File: config.mk
export PLATFORM = sky130hd
export DESIGN_NAME = uart_rx_latch
export DESIGN_NICKNAME = d
export VERILOG_FILES = /design/src/rtl/uart_rx_latch.sv
export SDC_FILE = /design/constraint.sdc
export NUM_CORES = 1
export LEC_CHECK = 0
export BUFFER_PORTS_ARGS = -buffer_cell sky130_fd_sc_hd__buf_2
export CORE_UTILIZATION = 60
export DETAILED_ROUTE_END_ITERATION = 10
export PLACE_DENSITY = 0.91
export SYNTH_ARGS = -nofsm -noshare
export SYNTH_HDL_FRONTEND = slang
export SYNTH_SLANG_ARGS = --single-unit
export TNS_END_PERCENT = 5
File: constraint.sdc
create_clock -name clk -period 5.5 [get_ports clk]
set_clock_uncertainty 0.15 [all_clocks]
set_input_delay 0.55 -clock clk [delete_from_list [all_inputs] [get_ports clk]]
set_output_delay 0.55 -clock clk [all_outputs]
set_load 0.01 [all_outputs]
File: src/rtl/uart_rx_latch.sv
// UART 8N1 receiver with a one-deep holding register, ready/ack handshake,
// framing-error pulse and sticky overrun flag.
module uart_rx_latch #(
    parameter int CLKS_PER_BIT = 87
) (
    input  logic       clk,
    input  logic       reset_n,
    input  logic       uart_rxd,
    input  logic       rx_ack,
    output logic [7:0] rx_data,
    output logic       rx_ready,
    output logic       rx_valid,
    output logic       frame_err,
    output logic       overrun,
    output logic       rx_busy
);

    localparam int HALF  = CLKS_PER_BIT / 2;
    localparam int CNT_W = $clog2(CLKS_PER_BIT);

    localparam logic [CNT_W-1:0] CNT_LAST   = CNT_W'(CLKS_PER_BIT - 1);
    localparam logic [CNT_W-1:0] CNT_HALF   = CNT_W'(HALF - 1);
    localparam logic [CNT_W-1:0] CNT_SETTLE = CNT_W'(2);

    if (CLKS_PER_BIT < 4) begin : g_param_check
        $error("uart_rx_latch: CLKS_PER_BIT must be >= 4");
    end

    typedef enum logic [2:0] {
        S_RESYNC,
        S_IDLE,
        S_START,
        S_DATA,
        S_STOP
    } state_t;

    state_t           state;
    logic [CNT_W-1:0] cnt;
    logic [2:0]       bit_idx;
    logic [7:0]       shift_reg;
    logic             rx_meta;
    logic             rxs;
    logic             stop_done;
    logic             commit;

    // Two-flop synchroniser; reset to the idle (high) line level.
    always_ff @(posedge clk or negedge reset_n) begin
        if (!reset_n) begin
            rx_meta <= 1'b1;
            rxs     <= 1'b1;
        end else begin
            // NOTE: non-blocking so rxs takes the previous rx_meta, giving two real stages.
            rx_meta <= uart_rxd;
            rxs     <= rx_meta;
        end
    end

    assign stop_done = (state == S_STOP) && (cnt == CNT_LAST);
    assign commit    = stop_done && rxs;
    assign rx_busy   = (state == S_START) || (state == S_DATA) || (state == S_STOP);

    always_ff @(posedge clk or negedge reset_n) begin
        if (!reset_n) begin
            state     <= S_RESYNC;
            cnt       <= '0;
            bit_idx   <= 3'd0;
            shift_reg <= 8'h00;
        end else begin
            case (state)
                // The synchroniser still holds its reset value for two cycles,
                // so the line level is only trusted once those have elapsed.
                S_RESYNC: begin
                    if (cnt != CNT_SETTLE) begin
                        cnt <= cnt + 1'b1;
                    end else if (rxs) begin
                        state <= S_IDLE;
                        cnt   <= '0;
                    end
                end
                S_IDLE: begin
                    if (!rxs) begin
                        state <= S_START;
                        cnt   <= '0;
                    end
                end
                S_START: begin
                    if (cnt == CNT_HALF) begin
                        cnt <= '0;
                        if (!rxs) begin
                            state   <= S_DATA;
                            bit_idx <= 3'd0;
                        end else begin
                            state <= S_IDLE;
                        end
                    end else begin
                        cnt <= cnt + 1'b1;
                    end
                end
                S_DATA: begin
                    if (cnt == CNT_LAST) begin
                        cnt                <= '0;
                        shift_reg[bit_idx] <= rxs;
                        if (bit_idx == 3'd7) begin
                            state <= S_STOP;
                        end else begin
                            bit_idx <= bit_idx + 3'd1;
                        end
                    end else begin
                        cnt <= cnt + 1'b1;
                    end
                end
                // Leave mid-stop-bit so a back-to-back start edge is not missed.
                S_STOP: begin
                    if (cnt == CNT_LAST) begin
                        cnt   <= '0;
                        state <= rxs ? S_IDLE : S_RESYNC;
                    end else begin
                        cnt <= cnt + 1'b1;
                    end
                end
                default: begin
                    state <= S_RESYNC;
                    cnt   <= '0;
                end
            endcase
        end
    end

    // Holding register and handshake; an ack in the commit cycle consumes the
    // old byte so the new one loads without raising overrun.
    always_ff @(posedge clk or negedge reset_n) begin
        if (!reset_n) begin
            rx_data   <= 8'h00;
            rx_ready  <= 1'b0;
            rx_valid  <= 1'b0;
            frame_err <= 1'b0;
            overrun   <= 1'b0;
        end else begin
            rx_valid  <= commit;
            frame_err <= stop_done && !rxs;
            if (commit) begin
                rx_data  <= shift_reg;
                rx_ready <= 1'b1;
                if (rx_ack) begin
                    overrun <= 1'b0;
                end else if (rx_ready) begin
                    overrun <= 1'b1;
                end
            end else if (rx_ack) begin
                rx_ready <= 1'b0;
                overrun  <= 1'b0;
            end
        end
    end

endmodule
==> out/qor.csv <==
stage,metric,value,unit
final_layout,post-layout util,0.672,
routing,final wirelength,3050,µm
synthesis,cells after synthesis,151,
sta,measured slew at the worst slew-check pin,0.747,ns
sta,tightest hold margin,0.115,ns
final_layout,"commonest non-fill, non-tap cell in the layout",dfrtp_1,
final_layout,Finished Layout Cells,199,
clocking,CTS Buf Count,5,
final_layout,Post-layout nets,175,
routing,vias after detailed routing,1197,
worst_setup_path,arrival time worst endpoint,2.66,ns
synthesis,Seq cells post-synth,35,
synthesis,unique cell type count in the Yosys netlist,40,
pwr,Pwr Density,331,nW/µm²
sta,fin crit share,0.460,
floorplan,initial core utilization,0.633,
final_layout,area grow syn2layout,6.22,%
place,Post-DP HPWL,2170,µm
final_layout,# diodes,0,
worst_setup_path,max incr delay on CP,0.50,ns
outcome,status,"complete, no violations",
worst_setup_path,Required @ worst endpoint,5.63,ns
clocking,# resized after CTS,0,
sta,max_slew headroom,0.502,
sta,TNS Setup,0,ns
global_routing,first-pass GRT wire length,5090,µm
worst_setup_path,critical path type,flip-flop to flip-flop,
clocking,H-tree depth,2,
synthesis,cell taking the most area after synthesis,dfrtp_1,
worst_setup_path,critical path launch point type,flip-flop,
global_routing,largest net degree at the start of global routing,36,
run,Max-Cap Viols,0,
pwr,Int Pwr,0.402,mW
global_routing,total global routing overflow,0,
clocking,clk sinks,35,
routing,antenna-violating nets left,0,
clocking,Clock Pin Slew Worst Setup and Hold Paths,0.11,ns
final_layout,final instance area,1840,µm²
clocking,Root Buffer Master,clkbuf_4,
sta,"Hold Violations, Final",0,
sta,"Slew Viols, Final",0,
place,Final Wtd Congestion,0.755,
clocking,post-CTS setup buffer count,0,
synthesis,simple-gate portion of the synthesized area,0.195,
clocking,"Clk Latency, worst-skew pair",0.34,ns
place,placed cells,191,
pwr,P_sw,0.207,mW
routing,vias per cell,6.02,
pwr,Design Power,0.609,mW
worst_setup_path,"Max stage delay cell, worst path",or4b_4,
synthesis,Synth top area share,0.477,
routing,post-DR wirelength/cell,15.3,µm
final_layout,FF+latch area,878,µm²
clocking,CTS tree,yes,
synthesis,adder-cell area share of the yosys netlist,0.0289,
pwr,Leak,0.880,nW
floorplan,num rows,19,
clocking,Hold Buf Count CTS,0,
synthesis,"Avg Cell Area, Syn",11.5,µm²
global_routing,antenna violations before repair,0,
sta,RSZ-0062 raised after global routing,false,
final_layout,Filler Cells Inserted,197,
global_routing,vias in the first global route,1121,
routing,Pre-antenna DRT Iters,4,
synthesis,Compound-Gate Fraction of Synth Area,0.101,
sta,Period minus WS final,2.53,ns
synthesis,XOR/XNOR Fraction of Synth Area,0.0101,
pwr,peak supply drop,266,µV
worst_setup_path,CP Capture Type,flip-flop,
floorplan,die extent in x,55.7,µm
place,worst slack at placement,3.02,ns
sta,Max Clk Rate,0.395,GHz
final_layout,Multi-input gate area,772,µm²
global_routing,overall global routing resource usage,0.215,
pwr,Clock power frac,0.219,
clocking,Max Root-Sink Buffers,2,
final_layout,"commonest cells after routing, fill and taps aside","33 x dfrtp_1, 17 x mux2_2, 16 x buf_2, 9 x nor2_1, 9 x nand2_1",
sta,Finish-stage setup viols,0,
synthesis,"top cells by area, synth","dfrtp_1 48%, mux2_2 11%, dfstp_2 3.0%",
pwr,Seq pwr share,0.541,
pwr,Sw Ratio,0.340,
worst_setup_path,critical path cell sequence,"inv_1, ha_1, or4b_4, or4_4, a211oi_4, nor2_1, a21oi_2",
routing,Initial DRC Count,40,
place,IO Port Bufs,16,
worst_setup_path,CP max FO,7,
synthesis,synth warn,0,
synthesis,post-synthesis sequential area ratio,0.508,
synthesis,multiplexer share of the synthesized area,0.111,
hold_path,Hold Crit Class,input pin to async pin,
floorplan,Die H,55.7,µm
routing,DRC Markers,0,
floorplan,I/O Pins,17,
final_layout,layout cells sized above 1,0.327,
synthesis,Post-Syn Nets,159,
synthesis,main combinational cell family by area after synthesis,simple AND/OR/NAND/NOR gates,
sta,Setup WS post-layout,2.97,ns
floorplan,die area,3100,µm²
synthesis,"Cell Area, Synth",1730,µm²
floorplan,core area,2730,µm²
place,placed inst area,1780,µm²
pwr,combinational power share,0.240,
path summary, 6_finish.rpt:
check	startpoint	end	slack (ns)	depth (start not counted)
min reg2reg	rx_meta	rxs	0.21	0
min in group clk	uart_rxd	rx_meta	0.16	1
min	reset_n	cnt[5]	0.12	1
max in group asynchronous	reset_n	rx_data[1]	4.60	1
max reg2reg	cnt[0]	cnt[0]	2.97	7
max	cnt[0]	cnt[0]	2.97	7
kinds of logic (layout without fill, tap and decap cells):
group	count (synthesis)	after routing
mux	17	17
fa+ha+maj	4	4
flops	35	35
buf+inv	11	28
xor+xnor	2	2
compound gates	24	24
simple gates	58	58
worst max-delay path: cells and delay by family (launching register included):
family / cells / cell delay [ns]
AO/OA/AOI/OAI: 2 / 0.48
buffers and inverters: 1 / 0.13
flip-flops: 1 / 0.41
adder cells (fa/ha/maj): 1 / 0.23
AND/OR/NAND/NOR: 3 / 1.05
cell type report:
cell class	count	area share
clock buffer	6	0.0225
clock inverter	2	0.00681
inverter	4	0.00817
multi-input combinational	105	0.420
sequential	35	0.478
tap	31	0.0211
timing repair buffer	16	0.0436
power groups by stage:
stage / Combinational [mW] / Clock [mW] / Sequential (mW)
2_1_floorplan: 0.155 / 0 / 0.307
3_3_place_gp: 0.134 / 0 / 0.330
3_5_place_dp: 0.145 / 0 / 0.333
4_1_cts: 0.146 / 0.139 / 0.328
5_1_grt: 0.164 / 0.147 / 0.336
6_report: 0.146 / 0.134 / 0.330
Yosys cell counts:
cell type and instances:
o31a_2 1, inv_1 4, nand3_1 4, nand2b_1 6, or2_2 2, nand2_1 9
and3b_1 1, a21oi_2 1, dfrtp_1 33, a22o_1 2, o22ai_1 2, nand3b_1 2
a211oi_4 1, or4b_4 1, buf_4 1, and3_2 2, and3_1 1, o31ai_1 1
a21o_2 2, o21ai_0 6, a21oi_1 5, o2bb2ai_1 1, a211o_2 1, nand4_1 3
nor3_1 5, buf_6 2, and4_2 1, o21bai_1 1, clkbuf_1 2, nor2b_1 1
nor2_1 9, nor3b_1 6, nor4_1 2, or4_4 1, or3_1 2, xor2_1 2
ha_1 4, dfstp_2 2, clkbuf_8 2, mux2_2 17
routing by layer:
metal,routed length [µm],share of wire,track usage,up-vias
met5,0,0,0,-
met4,42,0.014,0.0750,0
met3,91,0.030,0.0698,3
met2,1570,0.52,0.363,19
met1,1340,0.44,0.259,603
li1,-,-,-,572
(Power assumes the default switching activity.)
